`src/rtl/masura_perioada_pkg.sv`:
```
// Constants shared by the digital clock design: meter FSM encoding and divider ratios.
package masura_perioada_pkg;

    typedef enum logic {
        ASTEAPTA = 1'b0,
        MASOARA  = 1'b1
    } stare_t;

    localparam int unsigned FRECVENTA_CLK_HZ  = 50_000_000;
    localparam int unsigned RAPORT_1HZ        = FRECVENTA_CLK_HZ;
    localparam int unsigned RAPORT_MUX_AFISAJ = FRECVENTA_CLK_HZ / 1000;

endpackage

```
`src/rtl/masura_perioada_sincronizare_front.sv`:
```
// Two-flop synchronizer plus delay flop for a slow asynchronous input.
// Rise and fall strobes share the same latency, so measured durations stay unbiased.
module sincronizare_front (
    input  logic i_clk,
    input  logic i_rst,
    input  logic i_semnal,
    output logic o_rise,
    output logic o_fall
);

    logic r_s1;
    logic r_s2;
    logic r_s3;

    always_ff @(posedge i_clk or posedge i_rst) begin
        if (i_rst) begin
            r_s1 <= 1'b0;
            r_s2 <= 1'b0;
            r_s3 <= 1'b0;
        end else begin
            r_s1 <= i_semnal;
            r_s2 <= r_s1;
            r_s3 <= r_s2;
        end
    end

    assign o_rise = r_s2 & ~r_s3;
    assign o_fall = ~r_s2 & r_s3;

endmodule

```
`src/rtl/masura_perioada.sv`:
```
// Period / high-time meter for a slow square wave, counted in clock_in cycles.
// ASTEAPTA | idle, next rise arms a measurement
// MASOARA  | counting; each rise publishes a result, a stall drops back to ASTEAPTA
module masura_perioada
    import masura_perioada_pkg::*;
#(
    parameter int numar_biti     = 20,
    parameter int limita_timeout = 1000000
) (
    input  logic                  clock_in,
    input  logic                  reset,
    input  logic                  semnal_in,
    output logic [numar_biti-1:0] perioada,
    output logic [numar_biti-1:0] durata_high,
    output logic                  masura_valida,
    output logic                  timeout
);

    localparam logic [numar_biti-1:0] MAXIM  = '1;
    localparam logic [numar_biti-1:0] UNU    = numar_biti'(1);
    localparam logic [numar_biti-1:0] LIMITA = numar_biti'(limita_timeout);

    stare_t                r_stare;
    stare_t                w_stare_urm;
    logic                  w_rise;
    logic                  w_fall;
    logic                  w_incarca;
    logic                  w_captura;
    logic                  w_blocaj;
    logic                  r_in_high;
    logic [numar_biti-1:0] r_cnt_per;
    logic [numar_biti-1:0] r_cnt_high;

    sincronizare_front u_sincronizare (
        .i_clk    (clock_in),
        .i_rst    (reset),
        .i_semnal (semnal_in),
        .o_rise   (w_rise),
        .o_fall   (w_fall)
    );

    always_ff @(posedge clock_in or posedge reset) begin
        if (reset) begin
            r_stare <= ASTEAPTA;
        end else begin
            r_stare <= w_stare_urm;
        end
    end

    always_comb begin
        w_stare_urm = r_stare;
        w_incarca   = 1'b0;
        w_captura   = 1'b0;
        w_blocaj    = 1'b0;
        case (r_stare)
            ASTEAPTA: begin
                if (w_rise) begin
                    w_incarca   = 1'b1;
                    w_stare_urm = MASOARA;
                end
            end
            MASOARA: begin
                // a rise in the terminal-count cycle still counts as a measurement
                if (w_rise) begin
                    w_incarca = 1'b1;
                    w_captura = 1'b1;
                end else if (r_cnt_per == LIMITA) begin
                    w_blocaj    = 1'b1;
                    w_stare_urm = ASTEAPTA;
                end
            end
            default: w_stare_urm = ASTEAPTA;
        endcase
    end

    // High phase runs from a rise strobe up to the matching fall strobe.
    always_ff @(posedge clock_in or posedge reset) begin
        if (reset) begin
            r_in_high <= 1'b0;
        end else if (w_rise) begin
            r_in_high <= 1'b1;
        end else if (w_fall) begin
            r_in_high <= 1'b0;
        end
    end

    always_ff @(posedge clock_in or posedge reset) begin
        if (reset) begin
            r_cnt_per  <= '0;
            r_cnt_high <= '0;
        end else if (w_incarca) begin
            r_cnt_per  <= UNU;
            r_cnt_high <= UNU;
        end else if (r_stare == MASOARA) begin
            if (r_cnt_per != MAXIM) begin
                r_cnt_per <= r_cnt_per + UNU;
            end
            if (r_in_high && !w_fall && (r_cnt_high != MAXIM)) begin
                r_cnt_high <= r_cnt_high + UNU;
            end
        end
    end

    always_ff @(posedge clock_in or posedge reset) begin
        if (reset) begin
            perioada      <= '0;
            durata_high   <= '0;
            masura_valida <= 1'b0;
            timeout       <= 1'b0;
        end else begin
            masura_valida <= w_captura;
            if (w_captura) begin
                perioada    <= r_cnt_per;
                durata_high <= r_cnt_high;
                timeout     <= 1'b0;
            end else if (w_blocaj) begin
                timeout <= 1'b1;
            end
        end
    end

endmodule

```
`config.mk`:
```
export PLATFORM = sky130hd
export DESIGN_NAME = masura_perioada
export DESIGN_NICKNAME = d
export VERILOG_FILES = /design/src/rtl/masura_perioada_pkg.sv /design/src/rtl/masura_perioada_sincronizare_front.sv /design/src/rtl/masura_perioada.sv
export SDC_FILE = /design/constraint.sdc
export NUM_CORES = 1
export LEC_CHECK = 0
export CAP_MARGIN = 20
export CELL_PAD_IN_SITES_DETAIL_PLACEMENT = 1
export CELL_PAD_IN_SITES_GLOBAL_PLACEMENT = 1
export CORE_ASPECT_RATIO = 0.75
export CORE_UTILIZATION = 42
export CTS_BUF_LIST = sky130_fd_sc_hd__clkbuf_8
export DETAILED_ROUTE_END_ITERATION = 7
export DONT_BUFFER_PORTS = 1
export PLACE_DENSITY_LB_ADDON = 0.1
export REMOVE_ABC_BUFFERS = 1
export SLEW_MARGIN = 20
export SYNTH_ARGS = -nofsm -noshare
export SYNTH_HDL_FRONTEND = slang
export SYNTH_SLANG_ARGS = --single-unit
```
`constraint.sdc`:
```
create_clock -name clock_in -period 5.5 [get_ports clock_in]
set_input_delay 0.55 -clock clock_in [delete_from_list [all_inputs] [get_ports clock_in]]
set_output_delay 0.55 -clock clock_in [all_outputs]
set_load 0.05 [all_outputs]
```
==> flow_metrics.tcl, run 1 <==
set metrics [dict create \
    ys_top_cells_by_area "dfrtp_1, mux2_2, xor2_1" \
    ctsResizeCount 0 \
    start_util_pct 43.5 \
    ys_ff_latch 87 \
    die_w_um 114 \
    cts_root_buf "clkbuf_8" \
    fin_skew_ps 6.96 \
    startpoint_type "register" \
    avgSynthCellArea_um2 11.4 \
    crit_family "simple AND/OR/NAND/NOR gates" \
    fin_area_mm2 0.00423 \
    max-cap-violations 0 \
    yosysTopAreaCell "dfrtp_1" \
    yosys_warnings 0 \
    max_slew_margin_pct 41.1 \
    p_clk_share_pct 31.3 \
    swShare_pct 30.4 \
    core_mm2 0.00908 \
    worst-setup-path-type "reg -> reg" \
    fillers 1000 \
    fmax_ghz 0.427 \
    port-buffer-count 0 \
    status "completed" \
    clkSinkCount 87 \
    switching_power_uw 408 \
    holdBufCountCts 0 \
    fin_crit_sh_pct 42.6 \
    crit-reg2reg-launch "r_stare$_DFF_PP0_" \
    dr.pass1.iters 4 \
    internal_power_uw 934 \
    setup_viol 0 \
    rr_endpoint "r_cnt_high[19]$_DFFE_PP0P_" \
    reg2reg_slack_ps 3160 \
    htree_levels 3 \
    vias 2622 \
    antenna_found_initial 0 \
    clock_latency_ps 360 \
    grt_first_pass_wirelength_um 14400 \
    routed_wl_um 8520 \
    postRouteAntennaNets 0 \
    cp-end-kind "register" \
    finalNetCount 350 \
    hold_class "in -> async" \
    fin_crit_ps 2340 \
    critPathBufInv 0 \
    synthArstFlopShare_pct 100 \
    synth_cells 348 \
    boundaryPins 45 \
    grt_max_degree 71 \
    syn_to_final_growth_pct 6.97 \
    fp.dieH_um 86 \
    synthTopCellsByCount "dfrtp_1, mux2_2, nor2_1, o21ai_0, xor2_1" \
    vias_per_cell 5.53 \
    cp.required_ps 5740 \
    power_density_mw_per_mm2 318 \
    synth_flop_cell "dfrtp_1" \
    slowest_delay_ps 790 \
    power.leakage_nw 1.91 \
    yosysUniqueCellTypes 49 \
    wl_per_cell_um 18.0 \
    globalplace.congestion 0.752 \
    drc_errors 0 \
    worstPathCellList "nand3b_1 -> nor4_2 -> nand3_1 -> o21ai_0 -> o31ai_1" \
    stdcell_count 474 \
    setup_tns_ps 0 \
    netlist_area_mm2 0.00395 \
    critPathSlowestCell "dfrtp_1" \
    ir_drop_mv 0.172 \
    grt_pass1_vias 2717 \
    numCtsBuffers 9 \
    hold_viol 0 \
    detailed_place_hpwl_um 5630 \
    synth_seq_area_share_pct 55.1 \
    dpl_cell_area_mm2 0.00404 \
    drive_gt1_share_pct 19.9 \
    synth-edff-count 0 \
    worst_pin_slew_ps 883 \
    combPwrFrac_pct 8.7 \
    rsz0062_at_grt "no" \
    post-cts-setup-buffer-count 0 \
    drv_slew 0 \
    clockBufferDepth 2 \
    holdWs_ps 9.64 \
    clkSlewWorstSetupHoldPaths_ps 80 \
    dp_cells 459 \
    p_total_mw 1.34 \
    rows 30 \
    first_iter_violations 92 \
    yosys.cell_count.top_type "dfrtp_1" \
    crit_fanout 18 \
    grt.total_usage_pct 19.2 \
    post-synth-top-area-fraction_pct 55.1 \
    cp.arrival_ps 2580 \
    num_antenna_cells 0 \
    overflow 0 \
    dieArea_mm2 0.00980 \
    cts_tree "yes" \
    rr_worst_depth 5 \
    p_seq_share_pct 60.0 \
]
[cells by family (layout without fill, tap and decap cells)]
logic type | Yosys count | after routing | synth area share [%]
adders and majority gates | 5 | 5 | 1.58
xor gates and xnor gates | 22 | 22 | 4.88
DFF | 87 | 87 | 55.1
buffers and inverters | 28 | 26 | 3.07
AOI/OAI and AO/OA | 56 | 56 | 9.22
muxes | 39 | 39 | 11.1
and+or+nand+nor | 111 | 111 | 15.1
[per-stage QoR]
step	setup WS [ps]	utilization, %
after detailed placement	3230	44.5
final	3160	46.5
after floorplan	2380	-
after global routing	2960	46.5
after global placement	3290	44.5
after CTS	3210	46.5
[cell type report]
type / count / area, µm² / share of cell area [%]
Clock buffer: 9 / 124 / 2.93
Inverter: 9 / 35.0 / 0.829
Clock inverter: 6 / 55.1 / 1.30
Tap cell: 128 / 160 / 3.79
Timing Repair Buffer: 2 / 15.0 / 0.355
Sequential cell: 87 / 2180 / 51.5
Multi-Input combinational cell: 233 / 1660 / 39.3
[state kept, by name, summed over array words and instances (netlist names)]
| signal | count |
|---|---|
| durata_high | 20 |
| perioada | 20 |
| r_cnt_high | 20 |
| r_cnt_per | 20 |
| masura_valida | 1 |
| r_in_high | 1 |
| r_stare | 1 |
| timeout | 1 |
| u_sincronizare.r_s1 | 1 |
| u_sincronizare.r_s2 | 1 |
| u_sincronizare.r_s3 | 1 |
[cell usage in the layout, fill, tap and decap left out, types with 2 or more instances in the layout]
cell       Yosys  layout
dfrtp_1       87      87
nand4_1       17      17
a21oi_1        5       5
a22o_1         2       2
or2_2          2       2
nor3_1         2       2
nand3_1       15      15
ha_1           5       5
nand2_1       16      15
clkinv_2       0       3
nand3b_1       2       2
o41ai_1        3       3
and2_1         5       5
nor2_1        32      32
a31oi_1        6       6
a311oi_1       2       2
xor2_1        20      20
clkbuf_8       0       9
inv_1          9      10
o31ai_1        5       5
nor4_1         3       3
o21ai_1        2       2
o21ai_0       25      25
o2111ai_2      2       2
xnor2_1        2       2
or3_1          2       2
buf_4          0       2
nor4_2         2       2
mux2_2        38      38
[metal layers]
metal | GRT usage [%] | vias to the layer above | part of all wire [%] | wire length, µm
met4 | 6.38 | 0 | 1.3 | 115
met5 | 0 | - | 0 | 0
li1 | - | 1232 | - | -
met2 | 26.1 | 49 | 41 | 3470
met1 | 28.8 | 1331 | 54 | 4560
met3 | 6.01 | 10 | 4.4 | 374
[worst max-delay path by stage]
stage                                        to  cells past startpoint  slack, ps                           from
finish               r_cnt_high[19]$_DFFE_PP0P_                      5       3160              r_stare$_DFF_PP0_
global route         r_cnt_high[19]$_DFFE_PP0P_                      5       2960              r_stare$_DFF_PP0_
CTS                    r_cnt_per[1]$_DFFE_PP0P_                      5       3210       r_cnt_per[5]$_DFFE_PP0P_
detailed placement     r_cnt_per[1]$_DFFE_PP0P_                      5       3230       r_cnt_per[5]$_DFFE_PP0P_
global placement    durata_high[18]$_DFFE_PP0P_                      4       3290  u_sincronizare.r_s3$_DFF_PP0_
floorplan            durata_high[0]$_DFFE_PP0P_                      4       2380  u_sincronizare.r_s3$_DFF_PP0_
[worst register-to-register path, delay by kind of cell, from the launching register on]
family | cells | cell delay, ps
AO/OA/AOI/OAI | 2 | 300
AND/OR/NAND/NOR | 3 | 1140
flip-flops | 1 | 790
[power by group through the flow]
stage,combinational [mW],sequential [mW],clock (mW)
floorplan,0.0940,0.805,0
global placement,0.114,0.817,0
detailed placement,0.120,0.819,0
CTS,0.120,0.806,0.441
global route,0.134,0.814,0.464
finish,0.117,0.805,0.420
Power figures use the tool's default switching activity.
==> run 2, diff against run 1 <==
Settings changed: ABC_AREA set to 1.
Clock period 5.5 ns to 2.1 ns, I/O delays scaled along.
==> run 2 against run 1 <==
Combinational power increased to 3.4 times the previous value. Final area grew 16%. Worst hold slack gained 390 ps. Core utilization increased by 0.75 points. Critical endpoint is now r_cnt_high[12]$_DFFE_PP0P_. Largest cell class unchanged. Largest power group unchanged.
==> flow_metrics.tcl, run 2 <==
set metrics [dict create \
    fin_crit_ps 1910 \
    yosys.cell_count.top_type "nand2_1" \
    detailed_place_hpwl_um 8600 \
    synth_mux_area_share_pct 0 \
    yosys_warnings 0 \
    first_iter_violations 202 \
    rsz0062_at_grt "no" \
    yosysTopAreaCell "dfrtp_1" \
    seqCellArea_mm2 0.00218 \
    htree_levels 3 \
    fin_skew_ps 14.5 \
    grt_pass1_vias 3857 \
    die_w_um 121 \
    grt_first_pass_wirelength_um 19900 \
    grt.total_usage_pct 23.5 \
    synth_top_family_by_area "simple AND/OR/NAND/NOR gates" \
    routed_wl_um 11800 \
    synth-simple-area-share_pct 32.7 \
    setup_viol 0 \
    worstPathCellList "ha_1 -> nand3_1 -> nor2_2 -> nand3_4 -> nand3_1 -> nand2_1 -> nand2_1 -> nor2_1" \
    clkSlewWorstSetupHoldPaths_ps 90 \
    drv_slew 0 \
    fmax_ghz 0.524 \
    cp.arrival_ps 2170 \
    vias 3763 \
    hold_viol 0 \
    crit_fanout 37 \
    post-cts-setup-buffer-count 0 \
    avgSynthCellArea_um2 7.66 \
    drc_errors 0 \
    netlist_area_mm2 0.00447 \
    slowest_delay_ps 420 \
    final_cell_mix "nand2_1, dfrtp_1, inv_1" \
    fin_crit_sh_pct 90.9 \
    dr.pass1.iters 4 \
    worst-setup-path-type "reg -> reg" \
    max-cap-violations 0 \
    status "completed" \
    port-buffer-count 0 \
    max_slew_margin_pct 50.0 \
    ir_drop_mv 0.465 \
    grt_max_degree 40 \
    critPathSlowestCell "dfrtp_1" \
    post-synth-top-area-fraction_pct 48.7 \
    power_density_mw_per_mm2 765 \
    ys_ff_latch 87 \
    final_util_pct 47.3 \
    synth-edff-count 0 \
    ctsResizeCount 0 \
    cts_root_buf "clkbuf_8" \
    synth_cells 584 \
    worst_pin_slew_ps 750 \
    postRouteAntennaNets 0 \
    rows 32 \
    boundaryPins 45 \
    synth-xor-area-share_pct 0.391 \
    globalplace.congestion 0.832 \
    clockBufferDepth 2 \
    pre_cts_slack_ps 211 \
    cp-end-kind "register" \
    synthTopCellsByCount "nand2_1, dfrtp_1, inv_1, nor2_1, nand3_1" \
    synth_flop_cell "dfrtp_1" \
    power.leakage_nw 2.27 \
    clock_latency_ps 380 \
    synth_seq_area_share_pct 48.7 \
    synthArstFlopShare_pct 100 \
    finalNetCount 596 \
    num_antenna_cells 0 \
    overflow 0 \
    reg2reg_slack_ps 190 \
    multi_input_area_mm2 0.00190 \
    clkSinkCount 87 \
    synth_compound_area_share_pct 7.72 \
    core_mm2 0.0103 \
    p_total_mw 3.73 \
    layout_setup_ws_ps 190 \
    fillers 1283 \
    vias_per_cell 5.17 \
    hold_class "in -> reg" \
    numCtsBuffers 9 \
    holdWs_ps 395 \
    final_common_cell "nand2_1" \
    ys_top_cells_by_area "dfrtp_1, nand2_1, inv_1" \
    synth_adder_area_share_pct 1.40 \
    cts_tree "yes" \
    fp.dieH_um 91.4 \
    drive_gt1_share_pct 10.3 \
    antenna_found_initial 0 \
    yosysUniqueCellTypes 29 \
    start_util_pct 43.3 \
    dieArea_mm2 0.0111 \
    syn_to_final_growth_pct 9.14 \
    startpoint_type "register" \
    cp.required_ps 2360 \
    wl_per_cell_um 16.2 \
]
==> run 2: worst paths after layout <==
kind                                          startpoint                       endpoint  cells past startpoint
max                            r_cnt_high[1]$_DFFE_PP0P_     r_cnt_high[12]$_DFFE_PP0P_                      8
min                                            semnal_in  u_sincronizare.r_s1$_DFF_PP0_                      1
max reg2reg                    r_cnt_high[1]$_DFFE_PP0P_     r_cnt_high[12]$_DFFE_PP0P_                      8
min reg2reg                u_sincronizare.r_s2$_DFF_PP0_  u_sincronizare.r_s3$_DFF_PP0_                      0
max in group asynchronous                          reset       r_cnt_per[7]$_DFFE_PP0P_                      3
min in group asynchronous                          reset  u_sincronizare.r_s1$_DFF_PP0_                      2
==> run 2: kinds of logic (layout without fill, tap and decap cells) <==
logic type,after synthesis,after routing
and+or+nand+nor,335,335
buffers and inverters,95,103
DFF,87,87
AOI/OAI and AO/OA,60,60
adders and majority gates,5,5
xor gates and xnor gates,2,2
==> run 2: timing repair <==
item	CTS	global route
endpoints found under the setup margin	0	0
hold endpoints to repair	37	0
hold buffers	2	0
==> run 2: metrics by stage <==
| stage | instances | area (µm²) | setup TNS [ps] |
|---|---|---|---|
| 3_5_place_dp | 711 | 4650 | 0 |
| 2_1_floorplan | 562 | 4340 | -44360 |
| 4_1_cts | 728 | 4880 | 0 |
| 3_3_place_gp | 711 | 4650 | 0 |
| 6_report | 728 | 4880 | 0 |
| 5_1_grt | 728 | 4880 | 0 |
==> run 2: final cells by class <==
type	count	area share [%]
clock inverters	6	1.77
well taps	136	3.48
clock buffers	9	2.54
multi-input cells	402	38.8
flip-flops and latches	87	44.6
inverters	73	5.64
repair buffers	15	3.18
==> run 2: worst max-delay path, delay by kind of cell (launching register included) <==
kind / cells / cell delay [ps]
adder cells (fa/ha/maj): 1 / 230
AND/OR/NAND/NOR: 7 / 1130
flip-flops: 1 / 420
==> run 2: where the power goes <==
part           internal [mW]  switching, mW
Sequential              1.77          0.263
Combinational          0.127          0.267
Clock                  0.661          0.640
Total                   2.56           1.17
==> run 2: layer usage <==
metal	track usage (%)	share of wire, %	vias up
met5	0	0	-
li1	-	-	1864
met3	5.53	5.2	8
met1	34.0	50	1819
met4	5.86	0.91	0
met2	35.2	43	72
